--- config.mk ---
export PLATFORM = sky130hd
export DESIGN_NAME = ser_port_arb
export DESIGN_NICKNAME = d
export VERILOG_FILES = /design/src/rtl/ser_port_arb.sv
export SDC_FILE = /design/constraint.sdc
export NUM_CORES = 1
export LEC_CHECK = 0
export CAP_MARGIN = 20
export CORE_AREA = 4 4 319 321
export CTS_BUF_LIST = sky130_fd_sc_hd__clkbuf_8
export DETAILED_ROUTE_END_ITERATION = 8
export DIE_AREA = 0 0 323 325
export GPL_TIMING_DRIVEN = 0
export REMOVE_ABC_BUFFERS = 1
export SLEW_MARGIN = 20
export SYNTH_ARGS = -nofsm -noshare
export SYNTH_HDL_FRONTEND = slang
export SYNTH_SLANG_ARGS = --single-unit
--- constraint.sdc ---
create_clock -name clk -period 2.5 [get_ports clk]
set_clock_uncertainty 0.1 [all_clocks]
set_input_delay 0.375 -clock clk [delete_from_list [all_inputs] [get_ports clk]]
set_output_delay 0.375 -clock clk [all_outputs]
set_load 0.005 [all_outputs]
--- src/rtl/ser_port_arb.sv ---
// ser_port_arb: round-robin arbiter sharing one serializer input port
// between NUM_REQ cache-bank requesters. The winner is captured into a
// registered output stage that drains under ser_full backpressure.
// Optional build macro SER_PORT_ARB_WB_PRIO_EN: writeback/extract requests
// (req_wb=1) win over reads, while one round-robin pointer is shared by both.
module ser_port_arb #(
    parameter int NUM_REQ = 4,
    parameter int PKT_W   = 160,
    parameter int SRC_W   = 2
) (
    input  logic                     clk,
    input  logic                     rst,
    input  logic [NUM_REQ-1:0]       req_valid,
    input  logic [NUM_REQ-1:0]       req_wb,
    input  logic [NUM_REQ*PKT_W-1:0] req_pkt,
    output logic [NUM_REQ-1:0]       req_ack,
    output logic [NUM_REQ-1:0]       bank_full,
    input  logic                     ser_full,
    output logic                     out_valid,
    output logic [PKT_W-1:0]         out_pkt,
    output logic [SRC_W-1:0]         out_src,
    output logic                     out_wb
);

    logic               out_valid_reg;
    logic [PKT_W-1:0]   out_pkt_reg;
    logic [SRC_W-1:0]   out_src_reg;
    logic               out_wb_reg;
    logic [SRC_W-1:0]   rr_ptr_reg;
    logic [SRC_W-1:0]   rr_ptr_next;

    logic               cap_en;
    logic [NUM_REQ-1:0] elig;
    logic [NUM_REQ-1:0] at_or_above_ptr;
    logic [NUM_REQ-1:0] elig_hi;
    logic [NUM_REQ-1:0] pick_src;
    logic [NUM_REQ-1:0] grant_oh;
    logic               grant_any;
    logic [SRC_W-1:0]   winner;
    logic [PKT_W-1:0]   win_pkt;
    logic               win_wb;

    // Selection chains: OR-accumulate the one-hot winner's packet and index
    logic [PKT_W-1:0]   pkt_chain [NUM_REQ+1];
    logic [SRC_W-1:0]   src_chain [NUM_REQ+1];

    // The output register may take a new packet when empty or draining now
    assign cap_en = ~out_valid_reg | ~ser_full;

`ifdef SER_PORT_ARB_WB_PRIO_EN
    logic [NUM_REQ-1:0] wb_req;
    assign wb_req = req_valid & req_wb;
    assign elig   = (|wb_req) ? wb_req : req_valid;
`else
    assign elig   = req_valid;
`endif

    assign pkt_chain[0] = '0;
    assign src_chain[0] = '0;

    genvar gi;
    generate
        for (gi = 0; gi < NUM_REQ; gi++) begin : g_req
            // Thermometer mask of positions at or after the round-robin pointer
            assign at_or_above_ptr[gi] = (rr_ptr_reg <= SRC_W'(gi));
            assign pkt_chain[gi+1] = pkt_chain[gi]
                                   | ({PKT_W{grant_oh[gi]}} & req_pkt[gi*PKT_W +: PKT_W]);
            assign src_chain[gi+1] = src_chain[gi]
                                   | (grant_oh[gi] ? SRC_W'(gi) : '0);
        end
    endgenerate

    // Scan upward from rr_ptr; if nothing is found there, wrap to the lowest index
    assign elig_hi  = elig & at_or_above_ptr;
    assign pick_src = (|elig_hi) ? elig_hi : elig;
    assign grant_oh = pick_src & (~pick_src + NUM_REQ'(1));
    assign grant_any = |elig;

    assign winner  = src_chain[NUM_REQ];
    assign win_pkt = pkt_chain[NUM_REQ];
    assign win_wb  = |(grant_oh & req_wb);

    assign req_ack   = (rst || !cap_en) ? '0 : grant_oh;
    assign bank_full = req_valid & ~req_ack;

    // Pointer moves just past the winner, wrapping after the last requester
    always_comb begin
        rr_ptr_next = winner + SRC_W'(1);
        if (grant_oh[NUM_REQ-1]) begin
            rr_ptr_next = '0;
        end
    end

    // Output stage: capture the winner, or empty out when draining idle
    always_ff @(posedge clk) begin
        if (rst) begin
            out_valid_reg <= 1'b0;
            out_pkt_reg   <= '0;
            out_src_reg   <= '0;
            out_wb_reg    <= 1'b0;
            rr_ptr_reg    <= '0;
        end else if (cap_en) begin
            if (grant_any) begin
                out_valid_reg <= 1'b1;
                out_pkt_reg   <= win_pkt;
                out_src_reg   <= winner;
                out_wb_reg    <= win_wb;
                rr_ptr_reg    <= rr_ptr_next;
            end else begin
                out_valid_reg <= 1'b0;
            end
        end
    end

    assign out_valid = out_valid_reg;
    assign out_pkt   = out_pkt_reg;
    assign out_src   = out_src_reg;
    assign out_wb    = out_wb_reg;

endmodule

Word-level counts from Yosys, hierarchy flattened
Index checks and enable logic that the tools add are counted.
{ "totals": {"ff_bits": 166, "inputBits": 651, "output_inout_bits": 172, "wordCells": 42} }
{ "op_classes": {"n_addsub": 2, "n_lt_le_gt_ge": 4, "n_mux": 7, "bitwise_logic": 18, "reduce_logical": 6} }
{ "ops": {"columns": ["operator", "count"], "rows": [
  ["$and 160x160->160", 4],
  ["$or 160x160->160", 3],
  ["$and 4x4->4", 4],
  ["$reduce_or 4->1", 3],
  ["$mux 4", 2],
  ["$not 4->4", 2],
  ["$mux 2", 3],
  ["$add 4x1->4 const B", 1],
  ["$le 2x1->1 const B", 2],
  ["$le 2x2->1 const B", 2],
  ["$add 2x1->2 const B", 1],
  ["$mux 1", 2],
  ["$not 1->1", 2],
  ["$or 1x2->2", 1],
  ["$or 2x2->2", 1],
  ["$reduce_and 2->1", 1],
  ["$logic_not 1->1", 1],
  ["$logic_or 1x1->1", 1],
  ["$or 1x1->1", 1]
]} }

Logic depth before layout (Yosys ltp)
{ "depth": {"ltp_word": 12, "depth_mapped": 8, "mapped_depth_nobuf": 4} }

Worst setup path before layout
OpenSTA, ideal clock, no wires.
{ "synth_path": {"path_kind": "input port to output port", "from": "input port req_valid[0]", "to": "output port bank_full[3]", "arrival_ns": 1.514, "t_required_ns": 2.025, "setup_slack_ns": 0.511, "path_stages": 7, "path_buffers": 3, "cell_sequence": "buf_2 > nor2b_1 > o21bai_1 > buf_2 > buf_1 > nand3_1 > o21a_1"} }
{ "synth_between": {"elab_chain_cells": 9} }
{ "synth_rtl": {"columns": ["item", "line_no", "rtl"], "rows": [
  ["from (decl)", "13", "input logic [NUM_REQ-1:0] req_valid,"],
  ["$and 4x4->4", "74", "assign elig_hi = elig & at_or_above_ptr;"],
  ["$reduce_or 4->1", "75", "assign pick_src = (|elig_hi) ? elig_hi : elig;"],
  ["$mux 4 (*)", "75", null],
  ["$not 4->4", "76", "assign grant_oh = pick_src & (~pick_src + NUM_REQ'(1));"],
  ["$add 4x1->4", "76", null],
  ["$and 4x4->4 (*)", "76", null],
  ["$mux 4 (*)", "83", "assign req_ack = (rst || !cap_en) ? '0 : grant_oh;"],
  ["$not 4->4 (*)", "84", "assign bank_full = req_valid & ~req_ack;"],
  ["$and 4x4->4 (*)", "84", null],
  ["to (decl)", "17", "output logic [NUM_REQ-1:0] bank_full,"]
]} }
Mark *: on every way between the ends. The rest lies on a longest branch, timed or not.

Worst setup path after layout
{ "layout_path": {"from": "register rr_ptr_reg[1]", "to": "register out_pkt_reg[69] (netlist: out_pkt[69])"} }
{ "layout_between": {"elab_chain_cells": 11, "elab_cells_between_ends": 17, "classes_between": "add/sub (1); order compare (4); mux (1); bitwise (10); reduce/logical (1)"} }
{ "layout_rtl": {"columns": ["item", "line_no", "rtl"], "rows": [
  ["from (decl)", "29", "logic [SRC_W-1:0] rr_ptr_reg;"],
  ["from (signal assigned)", "108", "rr_ptr_reg <= rr_ptr_next;"],
  ["$le 2x1->1 / $le 2x2->1 (equally long branches)", "65", "assign at_or_above_ptr[gi] = (rr_ptr_reg <= SRC_W'(gi));"],
  ["$and 4x4->4 (*)", "74", null],
  ["$reduce_or 4->1", "75", null],
  ["$mux 4 (*)", "75", null],
  ["$not 4->4", "76", null],
  ["$add 4x1->4", "76", null],
  ["$and 4x4->4 (*)", "76", null],
  ["$and 160x160->160", "67", "| ({PKT_W{grant_oh[gi]}} & req_pkt[gi*PKT_W +: PKT_W]);"],
  ["$or 160x160->160 (2 in series)", "67", null],
  ["$or 160x160->160 (*)", "67", null],
  ["to (signal assigned)", "105", "out_pkt_reg <= win_pkt;"],
  ["to (decl)", "26", "logic [PKT_W-1:0] out_pkt_reg;"]
]} }
Marks and branches as above.
A chain may end at the register's enable or synchronous reset.

==> results.json <==
{
  "status": "completed",
  "yosysSeqAreaShare": 0.323,
  "die_area_um2": 105000,
  "rsz0062_at_grt": "true",
  "rows": 116,
  "largest_reg_flops": 160,
  "clockBufferDepth": 2,
  "multi_input_area_um2": 6450,
  "startpoint": "rr_ptr_reg[1]",
  "yosysWarnings": 0,
  "die_h_um": 325,
  "layout_commonest_cell": "clkdlybuf4s50_1",
  "vias": 16000,
  "drive_gt1_frac": 0.0843,
  "clk_latency_ns": 0.58,
  "dpl.hpwl_um": 68100,
  "crit_fanout": 30,
  "worst_slack_ns": 0.0402,
  "area_delta_synth_final_pct": 112,
  "grtUsageTotal": 0.173,
  "post-place-cells": 3345,
  "period_share": 0.984,
  "grt_max_degree": 87,
  "setup-violations-final": 0,
  "cp.required_ns": 2.84,
  "ir_worst_vdd_v": 0.000308,
  "final_antenna_net_count": 0,
  "crit_path_start_kind": "register",
  "post-place-ws_ns": -1.09,
  "seqCellArea_um2": 3330,
  "grt_pass1_vias": 15600,
  "avgSynthCellArea_um2": 7.46,
  "layout.cells.non_filler": 3428,
  "cellLeakagePower_nw": 7.79,
  "fp.coreArea_um2": 99300,
  "worst_pin_slew_ns": 0.766,
  "die_w_um": 323,
  "end_kind": "register",
  "cts_tree": "done",
  "syn_inst": 1377,
  "n_fill_cell": 11000,
  "cts_sinks": 166,
  "synth_ff_type": "dfxtp_1",
  "synth.cell_area_um2": 10300,
  "min_path_type": "in2reg",
  "post_drt_wl_per_cell_um": 28.1,
  "firstDrtPassIters": 5,
  "fmax_mhz": 407,
  "rr_startpoint": "rr_ptr_reg[1]",
  "drc_errors": 0,
  "finalSetupTns_ns": 0,
  "slew_viol_final": 0,
  "design_area_um2": 21800,
  "power_density_nw_per_um2": 475,
  "slew_headroom": 0.489,
  "grt_pass1_wl_um": 128000,
  "synth_edf_count": 0,
  "io_buffers": 822,
  "antenna_found_initial": 23,
  "maxCapViolations": 0,
  "wl_um": 96300,
  "layout_min_cycle_time_ns": 2.46,
  "synth_cell_types": 32,
  "arrival_ns": 2.80,
  "min_from": "rst",
  "total_power_mw": 10.3,
  "via_per_inst": 4.67,
  "path_class": "reg2reg",
  "grt_overflow": 0,
  "clk_pin_slew_worst_paths_ns": 0.11,
  "drtIter0Drc": 1216,
  "io_pins": 823,
  "placed_area_um2": 20400,
  "finalHoldViolations": 0,
  "ctsHoldBuffers": 0,
  "async_flop_share": 0,
  "nets": 2762,
  "cts_buffers": 17,
  "ys_ff_latch": 166,
  "initial_utilization": 0.103,
  "ctsRootBufferMaster": "clkbuf_8",
  "layout_common_cells": "clkdlybuf4s50_1 (809), nand3_1 (319), dfxtp_1 (164), o21ai_0 (161), a31oi_1 (161)",
  "gp_congestion": 0.901,
  "htreeDepth": 4
}
-- metal layers --
| layer | vias to the layer above | global-route usage | routed length, µm |
|---|---|---|---|
| met5 | - | 0 | 27 |
| met3 | 129 | 0.0447 | 7970 |
| met2 | 935 | 0.279 | 44200 |
| met4 | 4 | 0.0453 | 2280 |
| met1 | 8003 | 0.229 | 41900 |
| li1 | 6953 | - | - |
-- worst max-delay path: stages, from the launching register on --
cell,delay (ns)
dfxtp_4,0.38
buf_6,0.12
o21bai_4,0.20
buf_12,0.18
buf_4,0.20
buf_16,0.19
and3_1,0.27
a221oi_1,0.53
a31oi_1,0.15
-- metrics by stage --
stage                util  hold WS (ns)
floorplan               -         0.342
detailed placement  0.206         0.376
finish              0.219         0.114
CTS                 0.218        0.0350
global route        0.219        0.0664
global placement    0.195         0.340
-- final timing paths --
path / end / cells past startpoint / slack (ns)
hold / removal: out_valid / 2 / 0.11
setup reg to reg: out_pkt[69] / 8 / 0.04
setup / recovery: out_pkt[69] / 8 / 0.04
hold reg to reg: out_src[1] / 2 / 0.38
-- cell usage after synthesis (2+ instances only) --
library cell  instances  share of area
nand3_1             324           0.16
o21ai_0             163          0.079
clkbuf_1            170          0.062
dfxtp_1             166           0.32
nand2b_1              2         0.0012
a21oi_1               6         0.0029
o21a_1                2         0.0015
and3_1              162          0.099
and2_1                2         0.0012
buf_2                24          0.012
o21bai_1              2         0.0015
nor2b_1               4         0.0024
nor2_1                2        0.00073
a221oi_1            161           0.14
a21o_1                3         0.0022
o211a_1               2         0.0019
a31oi_1             161          0.098
buf_1                 3         0.0011
nand2_1               5         0.0018
-- power breakdown --
group,internal (mW),switching [mW]
Sequential,2.95,0.177
Combinational,2.53,2.29
Clock,1.06,1.33
Total,6.55,3.79
-- final cells by class --
| type | instances | area share |
|---|---|---|
| tap | 1298 | 0.0746 |
| clock buffer | 20 | 0.0126 |
| antenna | 6 | 0.000690 |
| timing repair inverter | 2 | 0.000805 |
| multi-input combinational | 1013 | 0.296 |
| sequential | 166 | 0.153 |
| inverter | 1 | 0.00138 |
| timing repair buffer | 910 | 0.453 |
| clock inverter | 12 | 0.00696 |
-- timing repair --
item | CTS | global route
pin swaps | 10 | 6
resized for setup | 72 | 25
gates cloned | 15 | 1
endpoints found under the setup margin | 75 | 53
buffers inserted | 32 | 3
-- cell families after synthesis --
| group | share of synthesized area |
|---|---|
| flops | 0.323 |
| simple gates | 0.267 |
| compound gates | 0.333 |
| buf+inv | 0.0771 |
Note: power is estimated with default switching activity, not from simulation.
